[config.mk]
export PLATFORM = sky130hd
export DESIGN_NAME = mem_stage_flat
export DESIGN_NICKNAME = d
export VERILOG_FILES = /design/src/rtl/mem_stage_if.sv /design/src/rtl/mem_stage.sv /design/src/flat_wrapper.sv
export SDC_FILE = /design/constraint.sdc
export NUM_CORES = 1
export LEC_CHECK = 0
export CORE_AREA = 2 2 283 285
export CTS_CLUSTER_SIZE = 28
export DETAILED_ROUTE_END_ITERATION = 12
export DIE_AREA = 0 0 285 287
export GPL_TIMING_DRIVEN = 0
export SYNTH_ARGS = -nofsm -noshare
export SYNTH_HDL_FRONTEND = slang
export SYNTH_SLANG_ARGS = --single-unit
[constraint.sdc]
create_clock -name clk -period 2.83 [get_ports clk]
set_input_delay 0.566 -clock clk [delete_from_list [all_inputs] [get_ports clk]]
set_output_delay 0.566 -clock clk [all_outputs]
set_load 0.05 [all_outputs]
[src/rtl/mem_stage_if.sv]
// mem_stage_if: EX-side, RAM-side and writeback signals of the load/store stage.
// Modport slave is the stage itself; modport master is the surrounding pipeline/RAM.
`default_nettype none

interface mem_stage_if #(
    parameter int XLEN = 64
);
    logic            ex_valid;
    logic            ex_ready;
    logic            ex_is_load;
    logic            ex_is_store;
    logic [2:0]      ex_funct3;
    logic [XLEN-1:0] ex_res;
    logic [XLEN-1:0] ex_wdata;
    logic            ex_rd_en;
    logic [4:0]      ex_rd_addr;
    logic [XLEN-1:0] ex_pc;
    logic [31:0]     ex_inst;

    logic            ram_ren;
    logic [XLEN-1:0] ram_raddr;
    logic [XLEN-1:0] ram_rdata;
    logic            ram_wen;
    logic [XLEN-1:0] ram_waddr;
    logic [XLEN-1:0] ram_wmask;
    logic [XLEN-1:0] ram_wdata;
    logic            ram_ack;

    logic            wb_valid;
    logic            wb_rd_en;
    logic [4:0]      wb_rd_addr;
    logic [XLEN-1:0] wb_data;
    logic [XLEN-1:0] wb_pc;
    logic [31:0]     wb_inst;
    logic            wb_exc;
    logic            bus_err;

    modport slave (
        input  ex_valid, ex_is_load, ex_is_store, ex_funct3, ex_res, ex_wdata,
               ex_rd_en, ex_rd_addr, ex_pc, ex_inst, ram_rdata, ram_ack,
        output ex_ready, ram_ren, ram_raddr, ram_wen, ram_waddr, ram_wmask,
               ram_wdata, wb_valid, wb_rd_en, wb_rd_addr, wb_data, wb_pc,
               wb_inst, wb_exc, bus_err
    );

    modport master (
        output ex_valid, ex_is_load, ex_is_store, ex_funct3, ex_res, ex_wdata,
               ex_rd_en, ex_rd_addr, ex_pc, ex_inst, ram_rdata, ram_ack,
        input  ex_ready, ram_ren, ram_raddr, ram_wen, ram_waddr, ram_wmask,
               ram_wdata, wb_valid, wb_rd_en, wb_rd_addr, wb_data, wb_pc,
               wb_inst, wb_exc, bus_err
    );
endinterface

`default_nettype wire

[src/rtl/mem_stage.sv]
// mem_stage: zerocore load/store stage (EX -> RAM req/ack -> writeback), async active-low reset.
// Optional MEM_MISALIGN_TRAP_EN: misaligned H/W/D accesses trap instead of being rounded down.
`default_nettype none

module mem_stage #(
    parameter int XLEN        = 64,
    parameter int ACK_TIMEOUT = 255
) (
    input  logic         clk,
    input  logic         rst,
    mem_stage_if.slave   bus
);
    typedef enum logic [0:0] {
        IDLE   = 1'b0,
        ACCESS = 1'b1
    } state_t;

    localparam logic [7:0] c_cnt_last = 8'(ACK_TIMEOUT - 1);

    state_t          r_state;
    state_t          w_state_nxt;

    logic            r_is_load;
    logic [2:0]      r_funct3;
    logic [XLEN-1:0] r_addr;
    logic            r_rd_en;
    logic [4:0]      r_rd_addr;
    logic [XLEN-1:0] r_pc;
    logic [31:0]     r_inst;
    logic [7:0]      r_cnt;

    logic            r_ram_ren;
    logic            r_ram_wen;
    logic [XLEN-1:0] r_ram_wmask;
    logic [XLEN-1:0] r_ram_wdata;

    logic            r_wb_valid;
    logic            r_wb_rd_en;
    logic [4:0]      r_wb_rd_addr;
    logic [XLEN-1:0] r_wb_data;
    logic [XLEN-1:0] r_wb_pc;
    logic [31:0]     r_wb_inst;
    logic            r_bus_err;

    logic [2:0]      w_off;
    logic            w_fire;
    logic            w_is_mem;
    logic            w_misal;
    logic            w_start;
    logic            w_done;
    logic            w_timeout;
    logic [XLEN-1:0] w_wmask;
    logic [XLEN-1:0] w_wdata;
    logic [5:0]      w_shamt;
    logic [XLEN-1:0] w_shifted;
    logic [XLEN-1:0] w_ldata;

    assign w_off    = bus.ex_res[2:0];
    assign w_fire   = bus.ex_valid && (r_state == IDLE);
    // Load wins when both flags are set; an illegal funct3 degrades to pass-through.
    assign w_is_mem = bus.ex_is_load ? (bus.ex_funct3 != 3'b111)
                                     : (bus.ex_is_store && !bus.ex_funct3[2]);

`ifdef MEM_MISALIGN_TRAP_EN
    always_comb begin
        w_misal = 1'b0;
        case (bus.ex_funct3[1:0])
            2'd1:    w_misal = w_off[0];
            2'd2:    w_misal = |w_off[1:0];
            2'd3:    w_misal = |w_off;
            default: w_misal = 1'b0;
        endcase
    end
`else
    assign w_misal = 1'b0;
`endif

    // Store lane mask and replicated data; the offset is rounded down to the access size.
    always_comb begin
        w_wmask = '1;
        w_wdata = bus.ex_wdata;
        case (bus.ex_funct3[1:0])
            2'd0: begin
                w_wmask = 64'hFF << {w_off, 3'b000};
                w_wdata = {8{bus.ex_wdata[7:0]}};
            end
            2'd1: begin
                w_wmask = 64'hFFFF << {w_off[2:1], 4'b0000};
                w_wdata = {4{bus.ex_wdata[15:0]}};
            end
            2'd2: begin
                w_wmask = 64'hFFFF_FFFF << {w_off[2], 5'b00000};
                w_wdata = {2{bus.ex_wdata[31:0]}};
            end
            default: begin
                w_wmask = '1;
                w_wdata = bus.ex_wdata;
            end
        endcase
    end

    always_comb begin
        w_shamt = 6'd0;
        case (r_funct3[1:0])
            2'd0:    w_shamt = {r_addr[2:0], 3'b000};
            2'd1:    w_shamt = {r_addr[2:1], 4'b0000};
            2'd2:    w_shamt = {r_addr[2], 5'b00000};
            default: w_shamt = 6'd0;
        endcase
    end

    assign w_shifted = bus.ram_rdata >> w_shamt;

    always_comb begin
        w_ldata = w_shifted;
        case (r_funct3)
            3'b000:  w_ldata = {{56{w_shifted[7]}},  w_shifted[7:0]};
            3'b100:  w_ldata = {56'd0,               w_shifted[7:0]};
            3'b001:  w_ldata = {{48{w_shifted[15]}}, w_shifted[15:0]};
            3'b101:  w_ldata = {48'd0,               w_shifted[15:0]};
            3'b010:  w_ldata = {{32{w_shifted[31]}}, w_shifted[31:0]};
            3'b110:  w_ldata = {32'd0,               w_shifted[31:0]};
            default: w_ldata = w_shifted;
        endcase
    end

    always_ff @(posedge clk or negedge rst) begin
        if (!rst) r_state <= IDLE;
        else      r_state <= w_state_nxt;
    end

    always_comb begin
        w_state_nxt = r_state;
        w_start     = 1'b0;
        w_done      = 1'b0;
        w_timeout   = 1'b0;
        case (r_state)
            IDLE: begin
                if (w_fire && w_is_mem && !w_misal) begin
                    w_start     = 1'b1;
                    w_state_nxt = ACCESS;
                end
            end
            ACCESS: begin
                if (bus.ram_ack) begin
                    w_done      = 1'b1;
                    w_state_nxt = IDLE;
                end else if (r_cnt == c_cnt_last) begin
                    w_timeout   = 1'b1;
                    w_state_nxt = IDLE;
                end
            end
            default: w_state_nxt = IDLE;
        endcase
    end

    always_ff @(posedge clk or negedge rst) begin
        if (!rst) begin
            r_is_load    <= 1'b0;
            r_funct3     <= 3'd0;
            r_addr       <= '0;
            r_rd_en      <= 1'b0;
            r_rd_addr    <= 5'd0;
            r_pc         <= '0;
            r_inst       <= 32'd0;
            r_cnt        <= 8'd0;
            r_ram_ren    <= 1'b0;
            r_ram_wen    <= 1'b0;
            r_ram_wmask  <= '0;
            r_ram_wdata  <= '0;
            r_wb_valid   <= 1'b0;
            r_wb_rd_en   <= 1'b0;
            r_wb_rd_addr <= 5'd0;
            r_wb_data    <= '0;
            r_wb_pc      <= '0;
            r_wb_inst    <= 32'd0;
            r_bus_err    <= 1'b0;
        end else begin
            r_wb_valid <= 1'b0;
            if (w_start) begin
                r_is_load   <= bus.ex_is_load;
                r_funct3    <= bus.ex_funct3;
                r_addr      <= bus.ex_res;
                r_rd_en     <= bus.ex_rd_en && (bus.ex_rd_addr != 5'd0);
                r_rd_addr   <= bus.ex_rd_addr;
                r_pc        <= bus.ex_pc;
                r_inst      <= bus.ex_inst;
                r_cnt       <= 8'd0;
                r_ram_ren   <= bus.ex_is_load;
                r_ram_wen   <= !bus.ex_is_load;
                r_ram_wmask <= bus.ex_is_load ? '0 : w_wmask;
                r_ram_wdata <= w_wdata;
            end else if (w_fire) begin
                // Pass-through, illegal mem op, or misaligned trap.
                r_wb_valid   <= 1'b1;
                r_wb_data    <= bus.ex_res;
                r_wb_rd_en   <= bus.ex_rd_en && (bus.ex_rd_addr != 5'd0)
                                && !bus.ex_is_load && !bus.ex_is_store;
                r_wb_rd_addr <= bus.ex_rd_addr;
                r_wb_pc      <= bus.ex_pc;
                r_wb_inst    <= bus.ex_inst;
            end else if (w_done || w_timeout) begin
                r_ram_ren    <= 1'b0;
                r_ram_wen    <= 1'b0;
                r_ram_wmask  <= '0;
                r_wb_valid   <= 1'b1;
                r_wb_data    <= (w_done && r_is_load) ? w_ldata : '0;
                r_wb_rd_en   <= w_done && r_is_load && r_rd_en;
                r_wb_rd_addr <= r_rd_addr;
                r_wb_pc      <= r_pc;
                r_wb_inst    <= r_inst;
                if (w_timeout) r_bus_err <= 1'b1;
            end else if (r_state == ACCESS) begin
                r_cnt <= r_cnt + 8'd1;
            end
        end
    end

`ifdef MEM_MISALIGN_TRAP_EN
    logic r_wb_exc;

    always_ff @(posedge clk or negedge rst) begin
        if (!rst)        r_wb_exc <= 1'b0;
        else if (w_fire) r_wb_exc <= w_is_mem && w_misal;
        else             r_wb_exc <= 1'b0;
    end

    assign bus.wb_exc = r_wb_exc;
`else
    assign bus.wb_exc = 1'b0;
`endif

    assign bus.ex_ready   = (r_state == IDLE);
    assign bus.ram_ren    = r_ram_ren;
    assign bus.ram_raddr  = {r_addr[XLEN-1:3], 3'b000};
    assign bus.ram_wen    = r_ram_wen;
    assign bus.ram_waddr  = {r_addr[XLEN-1:3], 3'b000};
    assign bus.ram_wmask  = r_ram_wmask;
    assign bus.ram_wdata  = r_ram_wdata;
    assign bus.wb_valid   = r_wb_valid;
    assign bus.wb_rd_en   = r_wb_rd_en;
    assign bus.wb_rd_addr = r_wb_rd_addr;
    assign bus.wb_data    = r_wb_data;
    assign bus.wb_pc      = r_wb_pc;
    assign bus.wb_inst    = r_wb_inst;
    assign bus.bus_err    = r_bus_err;

endmodule

`default_nettype wire

[src/flat_wrapper.sv]
// flat-port wrapper written by rule: the top's interface ports become plain ports
module mem_stage_flat 
#(
    parameter int XLEN        = 64,
    parameter int ACK_TIMEOUT = 255
)
  (clk, rst, bus_ex_valid, bus_ex_is_load, bus_ex_is_store, bus_ex_funct3, bus_ex_res, bus_ex_wdata, bus_ex_rd_en, bus_ex_rd_addr, bus_ex_pc, bus_ex_inst, bus_ram_rdata, bus_ram_ack, bus_ex_ready, bus_ram_ren, bus_ram_raddr, bus_ram_wen, bus_ram_waddr, bus_ram_wmask, bus_ram_wdata, bus_wb_valid, bus_wb_rd_en, bus_wb_rd_addr, bus_wb_data, bus_wb_pc, bus_wb_inst, bus_wb_exc, bus_bus_err);
  mem_stage_if #(.XLEN(XLEN)) bus_i ();
  input  logic clk;
  input  logic rst;
  input wire logic [$bits(bus_i.ex_valid)-1:0] bus_ex_valid;
  input wire logic [$bits(bus_i.ex_is_load)-1:0] bus_ex_is_load;
  input wire logic [$bits(bus_i.ex_is_store)-1:0] bus_ex_is_store;
  input wire logic [$bits(bus_i.ex_funct3)-1:0] bus_ex_funct3;
  input wire logic [$bits(bus_i.ex_res)-1:0] bus_ex_res;
  input wire logic [$bits(bus_i.ex_wdata)-1:0] bus_ex_wdata;
  input wire logic [$bits(bus_i.ex_rd_en)-1:0] bus_ex_rd_en;
  input wire logic [$bits(bus_i.ex_rd_addr)-1:0] bus_ex_rd_addr;
  input wire logic [$bits(bus_i.ex_pc)-1:0] bus_ex_pc;
  input wire logic [$bits(bus_i.ex_inst)-1:0] bus_ex_inst;
  input wire logic [$bits(bus_i.ram_rdata)-1:0] bus_ram_rdata;
  input wire logic [$bits(bus_i.ram_ack)-1:0] bus_ram_ack;
  output wire logic [$bits(bus_i.ex_ready)-1:0] bus_ex_ready;
  output wire logic [$bits(bus_i.ram_ren)-1:0] bus_ram_ren;
  output wire logic [$bits(bus_i.ram_raddr)-1:0] bus_ram_raddr;
  output wire logic [$bits(bus_i.ram_wen)-1:0] bus_ram_wen;
  output wire logic [$bits(bus_i.ram_waddr)-1:0] bus_ram_waddr;
  output wire logic [$bits(bus_i.ram_wmask)-1:0] bus_ram_wmask;
  output wire logic [$bits(bus_i.ram_wdata)-1:0] bus_ram_wdata;
  output wire logic [$bits(bus_i.wb_valid)-1:0] bus_wb_valid;
  output wire logic [$bits(bus_i.wb_rd_en)-1:0] bus_wb_rd_en;
  output wire logic [$bits(bus_i.wb_rd_addr)-1:0] bus_wb_rd_addr;
  output wire logic [$bits(bus_i.wb_data)-1:0] bus_wb_data;
  output wire logic [$bits(bus_i.wb_pc)-1:0] bus_wb_pc;
  output wire logic [$bits(bus_i.wb_inst)-1:0] bus_wb_inst;
  output wire logic [$bits(bus_i.wb_exc)-1:0] bus_wb_exc;
  output wire logic [$bits(bus_i.bus_err)-1:0] bus_bus_err;
  assign bus_i.ex_valid = bus_ex_valid;
  assign bus_i.ex_is_load = bus_ex_is_load;
  assign bus_i.ex_is_store = bus_ex_is_store;
  assign bus_i.ex_funct3 = bus_ex_funct3;
  assign bus_i.ex_res = bus_ex_res;
  assign bus_i.ex_wdata = bus_ex_wdata;
  assign bus_i.ex_rd_en = bus_ex_rd_en;
  assign bus_i.ex_rd_addr = bus_ex_rd_addr;
  assign bus_i.ex_pc = bus_ex_pc;
  assign bus_i.ex_inst = bus_ex_inst;
  assign bus_i.ram_rdata = bus_ram_rdata;
  assign bus_i.ram_ack = bus_ram_ack;
  assign bus_ex_ready = bus_i.ex_ready;
  assign bus_ram_ren = bus_i.ram_ren;
  assign bus_ram_raddr = bus_i.ram_raddr;
  assign bus_ram_wen = bus_i.ram_wen;
  assign bus_ram_waddr = bus_i.ram_waddr;
  assign bus_ram_wmask = bus_i.ram_wmask;
  assign bus_ram_wdata = bus_i.ram_wdata;
  assign bus_wb_valid = bus_i.wb_valid;
  assign bus_wb_rd_en = bus_i.wb_rd_en;
  assign bus_wb_rd_addr = bus_i.wb_rd_addr;
  assign bus_wb_data = bus_i.wb_data;
  assign bus_wb_pc = bus_i.wb_pc;
  assign bus_wb_inst = bus_i.wb_inst;
  assign bus_wb_exc = bus_i.wb_exc;
  assign bus_bus_err = bus_i.bus_err;
  mem_stage #(.XLEN(XLEN), .ACK_TIMEOUT(ACK_TIMEOUT)) u_core (.clk(clk), .rst(rst), .bus(bus_i));
endmodule
Yosys cells after proc, flatten, opt, wreduce, memory -nomap -nowiden
Index checks and enable logic that the tools add are counted.
{"block": "word_totals", "reg_bits": 477, "input_bits": 303, "word_cells": 105}
{"block": "op_classes", "add_sub_neg": 1, "eq_ne": 13, "shifts": 4, "mux": 41, "n_bitwise": 3, "n_reduce_logical": 23}
{"cell": "2-to-1 mux 64 bit", "count": 9}
{"cell": "case mux 64 bit (3 select lines)", "count": 2}
{"cell": "case mux 64 bit (6 select lines)", "count": 1}
{"cell": "2-to-1 mux 32 bit", "count": 2}
{"cell": "left shift 16 x 6 -> 64 bit (first input constant)", "count": 1}
{"cell": "left shift 32 x 6 -> 64 bit (first input constant)", "count": 1}
{"cell": "left shift 8 x 6 -> 64 bit (first input constant)", "count": 1}
{"cell": "right shift 64 x 6 -> 64 bit", "count": 1}
{"cell": "2-to-1 mux 8 bit", "count": 4}
{"cell": "2-to-1 mux 1 bit", "count": 19}
{"cell": "case mux 6 bit (3 select lines)", "count": 1}
{"cell": "2-to-1 mux 5 bit", "count": 2}
{"cell": "== test 3 bit (second input constant)", "count": 3}
{"cell": "adder 8 x 1 -> 8 bit (second input constant)", "count": 1}
{"cell": "== test 8 bit (second input constant)", "count": 1}
{"cell": "logical AND 1 bit", "count": 8}
{"cell": "nonzero test 2 bit", "count": 3}
{"cell": "nonzero test 5 bit", "count": 1}
{"cell": "== test 2 x 1 -> 1 bit (second input constant)", "count": 2}
{"cell": "== test 2 bit (second input constant)", "count": 2}
{"cell": "logical NOT 2 bit", "count": 2}
{"cell": "AND reduction 2 bit", "count": 2}
{"cell": "AND reduction 4 bit", "count": 1}
{"cell": "== test 3 x 1 -> 1 bit (second input constant)", "count": 1}
{"cell": "10 further kinds", "count": 14}

Longest topological paths before layout
Gate-level depths: netlist of run 1.
{"block": "depth", "word_depth": 8, "depth_mapped": 12, "depth_no_buf": 9}

Least setup slack after synthesis of run 1
OpenSTA, ideal clock, no wires.
{"block": "synth_path", "path_kind": "input -> register", "start": "input bus_ex_funct3[1]", "end": "register u_core.r_wb_data[17], in the netlist u_core.bus.wb_data[17]", "setup_ps": 134, "t_arrival_ps": 2277, "t_required_ps": 2696, "path_slack_ps": 419, "stages": 12, "n_path_buf": 5, "cell_sequence": "buf_2 > a21boi_1 > o211a_1 > buf_6 > or3_1 > buf_2 > inv_2 > buf_6 > nand2_1 > buf_2 > a21oi_1 > a211oi_2"}
{"block": "synth_via", "elab_chain_len": 7}
{"item": "start: declaration", "line_no": "flat_wrapper.sv:14", "text": "input wire logic [$bits(bus_i.ex_funct3)-1:0] bus_ex_funct3;"}
{"item": "inequality test 3 bit", "line_no": "mem_stage.sv:61", "text": "assign w_is_mem = bus.ex_is_load ? (bus.ex_funct3 != 3'b111)"}
{"item": "2-to-1 mux 1 bit", "line_no": "mem_stage.sv:61"}
{"item": "logical AND 1 bit", "line_no": "mem_stage.sv:139", "text": "if (w_fire && w_is_mem && !w_misal) begin"}
{"item": "2-to-1 mux 1 bit", "line_no": "mem_stage.sv:139"}
{"item": "2-to-1 mux 1 bit", "line_no": "mem_stage.sv:137", "text": "case (r_state)"}
{"item": "NOT 1 bit (no source line)"}
{"item": "AND reduction 2 bit (no source line)"}
{"item": "end signal: assignment", "line_no": "mem_stage.sv:196", "text": "r_wb_data <= bus.ex_res;"}
{"item": "end signal: assignment", "line_no": "mem_stage.sv:207", "text": "r_wb_data <= (w_done && r_is_load) ? w_ldata : '0;"}
{"item": "end: declaration", "line_no": "mem_stage.sv:40", "text": "logic [XLEN-1:0] r_wb_data;"}
Every way passes these cells.
A chain may end at the register's enable or synchronous reset.

Final worst setup path of run 1
{"block": "layout_path", "start": "register u_core.r_funct3[0]", "end": "register u_core.r_wb_data[18], in the netlist u_core.bus.wb_data[18]"}
{"block": "layout_via", "elab_chain_len": 7, "elab_cells_between_ends": 15, "cone_classes": "eq/ne (7); shift (1); mux (5); reduce/logical (2)"}
{"item": "start: declaration", "line_no": "mem_stage.sv:24", "text": "logic [2:0] r_funct3;"}
{"item": "start signal: assignment", "line_no": "mem_stage.sv:182", "text": "r_funct3 <= bus.ex_funct3;"}
{"item": "== test 2 bit, or another cell as far along", "line_no": "mem_stage.sv:104", "text": "case (r_funct3[1:0])"}
{"item": "case mux 6 bit (3 select lines)", "line_no": "mem_stage.sv:104"}
{"item": "right shift 64 x 6 -> 64 bit", "line_no": "mem_stage.sv:112", "text": "assign w_shifted = bus.ram_rdata >> w_shamt;"}
{"item": "case mux 64 bit (6 select lines) *", "line_no": "mem_stage.sv:116", "text": "case (r_funct3)"}
{"item": "2-to-1 mux 64 bit *", "line_no": "mem_stage.sv:207"}
{"item": "2-to-1 mux 64 bit *", "line_no": "mem_stage.sv:202", "text": "end else if (w_done || w_timeout) begin"}
{"item": "2-to-1 mux 64 bit *", "line_no": "mem_stage.sv:193", "text": "end else if (w_fire) begin"}
Every way passes the cells marked *; elsewhere a longest branch is shown, timed or not. The select of a mux whose other input is x is not followed.

==> results list, run 1 <==
- Status: finished, violations left
- The final reports fail on hold timing.
* Setup_tns: 0 ns
* Count of state elements after synthesis: approximately 420
- Clock-pin slew was measured on the worst setup and hold paths at about 0.060 ns.
- Clock tree from TritonCTS: built
* IO Pins: 731
- Drt first-iter violations: 1690
- In this run the deepest clock path goes through 3 buffers.
* Overall die width: around 290 um
- Synthesized area: about 21000 um2
* Standard cell area after detailed placement: 29800 um2
- Initial Util: 26.9%
- The routed design has roughly 96 mm of wire.
- The number of antenna violations at the first check in global routing was 22.
- Counting the fill cells in the layout gives 7965.
- The floorplan has between 100 and 150 rows.
- Entering global routing, the biggest net connects about 120 pins.
- Most repeated cell in the gate-level netlist after synthesis: nand2_1
- LEAKAGE: 14.4 nW
- Of all flip-flops after synthesis, the portion carrying an async set or reset was 100%.
- Worst Hold Class: in -> async
- DIE AREA: roughly 82000 um2
* Number of port buffers: 722
- Required @ worst endpoint: about 3.3 ns
- Weighted congestion reported at the end of routability-driven placement: approximately 0.95
* Largest voltage drop on the vdd net: ~490 uV
- Standard cell with the maximum stage delay on the critical path: a211oi_2
- Number of endpoints with negative hold slack in the final report: 6
- The routed layout has a little over 20000 vias.
- Skew-Pair Late Insertion Delay: 0.60 ns
- Sw Share: 44.5%
* Worst EP arrival: around 3.3 ns
- Yosys mapped a number of flops with a built-in enable equal to 0.
* Critical path's largest stage delay: around 0.47 ns
* Sum of overflow across all layers after global routing: 0
- Worst hold slack: -0.0338 ns
* Clock Skew: approximately 0.019 ns
- Sequential cells account for roughly 29% of the total power.
* Internal Dissipation: about 16 mW
- Detailed-route DRC error count: 0
- Total power: a little under 30 mW
* Pwr Density: roughly 940 nW/um2
- Layout Cell Area excl Fill: about 32000 um2
- The worst setup path is captured at a register.
- After detailed routing, the number of vias per cell comes to roughly 4.8.
* Synth Area per Inst: between 8 and 9 um2
- Worst Max-Slew Pin Slew: approximately 0.93 ns
- Ratio of final minimum period to clock period: between 90 and 100%
- The routed design could run at a clock period as short as 2.81 ns.
* First-pass GRT wire length: 137 mm
- WL per Instance: around 22 um
- The worst setup path is of the reg -> reg kind.
- In this run the power spent charging and discharging nets is approximately 13 mW.
- Of the post-synthesis cell area, the dominant cell type holds 49.8%.
* Post-Route Utilization: between 40 and 50%
* Via count of the first global-routing pass: between 15000 and 20000
* Part of the power in the clock network: around 23%
- Fraction of layout instances using a drive strength above 1: between 10% and 20%
- The core region is between 70000 and 80000 um2.
- Cell-by-cell trace of the critical path: buf_2 > nor2b_1 > mux2_2 > a221oi_4 > o21ai_4 > a211oi_2 > clkbuf_4 > a211oi_2
- Combinational logic is responsible for between 40% and 50% of the overall power.
* Layout overhead on the synthesized area: 49.6%
- Max-cap violations in this run came to 0.
* Max Clock Freq: around 360 MHz
* # hold bufs at CTS: 0
- Count of mapped cells out of synthesis: 2436
- The netlist uses 68 different library cells.
- The tree built by TritonCTS fans out to about 420 sinks.
- After synthesis, the most frequently instantiated cells are nand2_1, dfrtp_1, buf_4, nor2_1.
- Synth warn: 0
- Die Y: 287 um
- H-tree level count: 2
- For this run, the leading register cell type out of synthesis is dfrtp_1.
* Post-DP HPWL: between 70 and 80 mm
* Pre-antenna DRT Iters: 5
* Relative slew slack: 37.7%
- Largest area contributor in the synthesized netlist: dfrtp_1
- Most Frequent Cell on Critical Path: a211oi_2
- Proportion of synthesized chip area in sequential cells: between 40% and 50%
- Setup violations remaining at the end of the flow were counted as 0.
- The worst setup path is launched from a register.
- Of all nets on the critical path, the largest fanout is 10.
- Global routing used 22.6% of the available tracks across all layers.
* Root Buffer: clkbuf_16
* Nets: ~3500
* Cell types occupying the most area after synthesis: dfrtp_1, nand2_1, buf_4
* Number of clock buffers inserted by TritonCTS: 50
- Once detail routing completed, the nets flagged for antenna violations numbered 0.
* Pins over their slew limit: 0
## layout make-up
cell class / count / area (um2) / area share, %
clock inverters: 18 / 244 / 0.771
diodes: 17 / 42.5 / 0.134
repair buffers: 728 / 7340 / 23.2
inverters: 17 / 63.8 / 0.202
plain buffers: 350 / 2250 / 7.11
clock buffers: 70 / 1430 / 4.51
well taps: 1050 / 1310 / 4.15
flip-flops and latches: 421 / 10500 / 33.3
multi-input cells: 1654 / 8430 / 26.6
## critical path, delay by kind of cell, from the launching register on
family | cells | cell delay (ns)
AOI/OAI and AO/OA | 4 | 1.12
buffers and inverters | 2 | 0.55
muxes | 1 | 0.40
DFF | 1 | 0.37
and+or+nand+nor | 1 | 0.24
## per-layer routing
layer,vias to the layer above,track usage [%],wire (um)
li1,9523,-,-
met1,10100,29.1,39500
met2,855,36.3,44900
met3,161,5.71,7810
met4,10,9.07,3400
met5,-,0,65
## cells in the final DEF, fill, tap and decap left out, drive strengths merged, types with 61 or more instances in the layout
cell type	n
buf	242
a21oi	85
clkbuf	185
dfrtp	421
nand2	828
clkdlybuf4s50	718
a31oi	112
nor2	197
mux2i	61
o21ai	100
## logic make-up after synthesis
family	synth area share, %
compound gates	12.8
xor+xnor	0.290
fa+ha+maj	0.118
buf+inv	10.6
flops	49.8
mux	4.91
other cells	0.0177
simple gates	21.4
## flip-flops by register name, summed over array words and instances, names as in the netlist, 5 cells and up
signal and count:
u_core.bus.ram_wdata 64, u_core.r_inst 32, u_core.r_cnt 8, u_core.bus.wb_pc 64, u_core.bus.wb_data 64, u_core.bus.wb_rd_addr 5
u_core.r_pc 64, u_core.bus.ram_wmask 8, u_core.bus.wb_inst 32, u_core.r_addr 64, u_core.r_rd_addr 5
## power groups by stage
stage / Sequential [mW] / Clock (mW) / Combinational (mW)
2_1_floorplan: 12.0 / 0 / 5.56
3_3_place_gp: 8.79 / 0 / 14.1
3_5_place_dp: 8.79 / 0 / 14.2
4_1_cts: 8.71 / 6.86 / 14.3
5_1_grt: 8.91 / 7.08 / 15.0
6_report: 8.71 / 6.71 / 14.2
## worst paths after layout
kind                                           startpoint                              endpoint  slack [ns]  cells past startpoint
setup / recovery           u_core.r_funct3[0]$_DFFE_PN0P_    u_core.bus.wb_data[18]$_DFFE_PN0P_        0.02                      8
max in group asynchronous                             rst      u_core.bus.wb_pc[43]$_DFFE_PN0P_        0.77                      4
setup reg to reg           u_core.r_funct3[0]$_DFFE_PN0P_    u_core.bus.wb_data[18]$_DFFE_PN0P_        0.02                      8
hold reg to reg            u_core.bus.bus_err$_DFFE_PN0P_        u_core.bus.bus_err$_DFFE_PN0P_        0.47                      1
hold / removal                                        rst  u_core.bus.ram_wdata[35]$_DFFE_PN0P_       -0.03                      1
min in group clk           u_core.bus.bus_err$_DFFE_PN0P_        u_core.bus.bus_err$_DFFE_PN0P_        0.47                      1
## stage by stage
step                std cells  setup WS, ns
finish                   4325        0.0184
global route             4321      -0.00786
CTS                      4305       0.00852
detailed placement       4217         -1.63
global placement         4214        -19.00
floorplan                2442         0.419
## what timing repair did
item | in CTS | in global routing
resized for setup | 33 | 25
setup buffers | 0 | 3
pin swaps | 0 | 2
setup endpoints to repair | 376 | 212
hold endpoints to repair | 0 | 0
Note: power is estimated with default switching activity, not from simulation.
==> run 2: changes to the inputs <==
- clock period: 2.83 -> 2.9 ns (I/O delays scaled with it)
==> results list, run 2 (same netlist as run 1, synthesis figures left out) <==
* Status: finished, violations left (unchanged)
- Failing checks: hold timing (unchanged).
- Initial Util: 26.9% (unchanged)
* Root Buffer: clkbuf_16 (unchanged)
- The number of vias in the routed layout came to 20500 (was 20600).
- Layout Cell Area excl Fill: 31600 um2 (about the same)
- The detailed-route wire length per cell is 22.1 um (about the same).
* Clock sink total: 421 (unchanged)
- Number of cells on the worst reg-to-reg path: 8 (unchanged)
- Most used cells in the layout excluding fill and tap cells: nand2_1, clkdlybuf4s50_1, dfrtp_1, buf_4, nor2_1 (unchanged)
* Number of endpoints with negative hold slack in the final report: 4 (was 6)
- The most frequent standard cell in the layout excluding fill and tap cells is nand2_1 (unchanged).
* Largest net degree at the start of global routing: 117 (unchanged)
- First-pass GRT wire length: 137 mm (about the same)
- The clock latency reported for the late side of the worst-skew pair came to 0.60 ns (about the same).
* Internal reg-to-reg setup slack: 0.1 ns (was 0.02 ns)
- Setup_tns: 0 ns (unchanged)
- Area of the multi-input gates: 8410 um2 (was 8430 um2)
* Maximum buffer depth of the clock tree: 3 (unchanged)
* Worst Max-Slew Pin Slew: 0.953 ns (was 0.935 ns)
* Filler Cell Count: 7964 (was 7965)
- Overall die width: 285 um (unchanged)
* Finish-stage setup viols: 0 (unchanged)
- The overall overflow remaining after global route was 0 (unchanged).
* Worst Hold Class: in -> async (unchanged)
- Number of standard-cell rows in the floorplan: 103 (unchanged)
- The type of element launching the critical path is a register (unchanged).
- Via count of the first global-routing pass: 20000 (about the same)
- Count of maximum capacitance violations: 0 (unchanged)
- Per-cell via count in the routed design: 4.74 (was 4.76)
- The die footprint came to 81800 um2 (unchanged).
* Largest voltage drop on the vdd net: 482 uV (was 494 uV)
* Post-Place Cells: 4217 (unchanged)
* Nets: 3526 (was 3527)
- Layout overhead on the synthesized area: 49.5% (was 49.6%)
* Ratio of final minimum period to clock period: 96.6% (was 99.3%)
- RSZ-0062 raised after global routing: yes
* Critical path's largest stage delay: 0.59 ns (was 0.47 ns)
- Standard cell area after detailed placement: 29800 um2 (unchanged)
- The aggregate global-route resource usage is 22.6% (about the same).
- Cell-by-cell trace of the critical path: clkbuf_1 > nor3b_4 > a22o_1 > a221oi_2 > o21ai_2 > a211oi_4 > clkbuf_4 > a211oi_2 (was buf_2 > nor2b_1 > mux2_2 > a221oi_4 > o21ai_4 > a211oi_2 > clkbuf_4 > a211oi_2).
* Pre-antenna DRT Iters: 5 (unchanged)
* Footprint of the flip-flops and latches: 10500 um2 (unchanged)
* Number of port buffers: 722 (unchanged)
- Die Y: 287 um (unchanged)
* Crit Path Class: reg -> reg (unchanged)
- The hold-fix buffer count after cts is 0 (unchanged).
- Pwr Density: 915 nW/um2 (was 938 nW/um2)
- Buffering stage count on the worst path with inverters included: 2 (unchanged)
* LEAKAGE: 14.4 nW (about the same)
* Worst EP arrival: 3.30 ns (was 3.27 ns)
- The number of H-tree levels came to 2 (unchanged).
- The startpoint of the lowest-slack register-to-register path was u_core.r_addr[0]$_DFFE_PN0P_ (was u_core.r_funct3[0]$_DFFE_PN0P_).
* Drt first-iter violations: 1588 (was 1690)
* Clock tree from TritonCTS: built (unchanged)
* Relative slew slack: 36.5% (was 37.7%)
* Reg-to-Reg End: u_core.bus.wb_data[18]$_DFFE_PN0P_ (unchanged)
- The detailed-route DRC error count came to 0 (unchanged).
- The final instance count without filler cells was 4324 (was 4325).
- The clock-pin transition on the worst setup and hold timing paths was 0.06 ns (about the same).
- Highest fanout seen on the critical path: 10 (unchanged)
* Max Clock Freq: 357 MHz (was 356 MHz)
* Initial antenna violation count: 22 (unchanged)
- The placed wire-length estimate came to 73.7 mm (unchanged).
* Weighted congestion reported at the end of routability-driven placement: 0.950 (unchanged)
* Total core area: 78600 um2 (unchanged)
- Critical path endpoint category: register (unchanged)
- Final Critical Period: 2.80 ns (was 2.81 ns)
- Worst hold slack: -0.0174 ns (was -0.0338 ns)
- The share of final-layout standard cells stronger than drive strength 1 came to 11.7% (was 11.9%).
- Number of clock buffers inserted by TritonCTS: 50 (unchanged)
- Antenna Violating Nets Remaining: 0 (unchanged)
* Total power: 28.9 mW (was 29.7 mW)
* Clock Skew: 0.0218 ns (was 0.0190 ns)
- The number of max-slew violations in the final report is 0 (unchanged).
* Required @ worst endpoint: 3.40 ns (was 3.29 ns)
- IO Pins: 731 (unchanged)
- Standard cell with the maximum stage delay on the critical path: o21ai_2 (was a211oi_2)
* Crit-path leading delay family: compound AO/OA/AOI/OAI gates (unchanged)
* WL final: 95.8 mm (was 95.7 mm)
## run 2: worst max-delay path by stage
stage	cells past startpoint	endpoint	from	slack [ns]
final	8	u_core.bus.wb_data[18]$_DFFE_PN0P_	u_core.r_addr[0]$_DFFE_PN0P_	0.1
after global placement	1	u_core.r_pc[25]$_DFFE_PN0P_	rst	-18.94
after global routing	8	u_core.bus.wb_data[47]$_DFFE_PN0P_	u_core.r_funct3[0]$_DFFE_PN0P_	-0.002
after CTS	8	u_core.bus.wb_data[63]$_DFFE_PN0P_	u_core.r_funct3[0]$_DFFE_PN0P_	0.02
after floorplan	12	u_core.bus.wb_data[17]$_DFFE_PN0P_	bus_ex_funct3[1]	0.48
after detailed placement	9	u_core.r_addr[0]$_DFFE_PN0P_	bus_ex_valid	-1.57
## run 2: per-stage QoR
stage | hold WS, ns | setup slack, ns | util, %
3_3_place_gp | 0.456 | -18.94 | 37.8
5_1_grt | 0.0388 | -0.00232 | 40.2
2_1_floorplan | 0.284 | 0.475 | -
4_1_cts | 0.0313 | 0.0157 | 40.1
6_report | -0.0174 | 0.0983 | 40.2
3_5_place_dp | 0.458 | -1.57 | 37.9
## run 2: area by class of cell
cell class / count / area share, %
multi-input cells: 1654 / 26.6
clock inverters: 18 / 0.772
well taps: 1050 / 4.16
diodes: 17 / 0.135
inverters: 17 / 0.202
flip-flops and latches: 421 / 33.3
plain buffers: 350 / 7.07
repair buffers: 727 / 23.2
clock buffers: 70 / 4.51
## run 2: repair_timing
| action | CTS | global route |
|---|---|---|
| endpoints found under the setup margin | 343 | 354 |
| pin swaps | 0 | 1 |
| setup buffers | 0 | 2 |
| resized for setup | 23 | 28 |
## run 2: per-layer routing
layer	wire length, um	up-vias	track usage (%)	share of wire, %
li1	-	9528	-	-
met1	40200	9985	29.1	42
met2	44900	801	36.3	47
met5	65	-	0	0.068
met3	7180	155	5.61	7.5
met4	3370	10	8.99	3.5
## run 2: report_power, final
group          total, mW  internal (mW)  switching [mW]
logic               13.9           4.78            9.09
registers           8.51           7.41            1.09
clock network       6.54           3.87            2.67
total               28.9           16.1            12.9
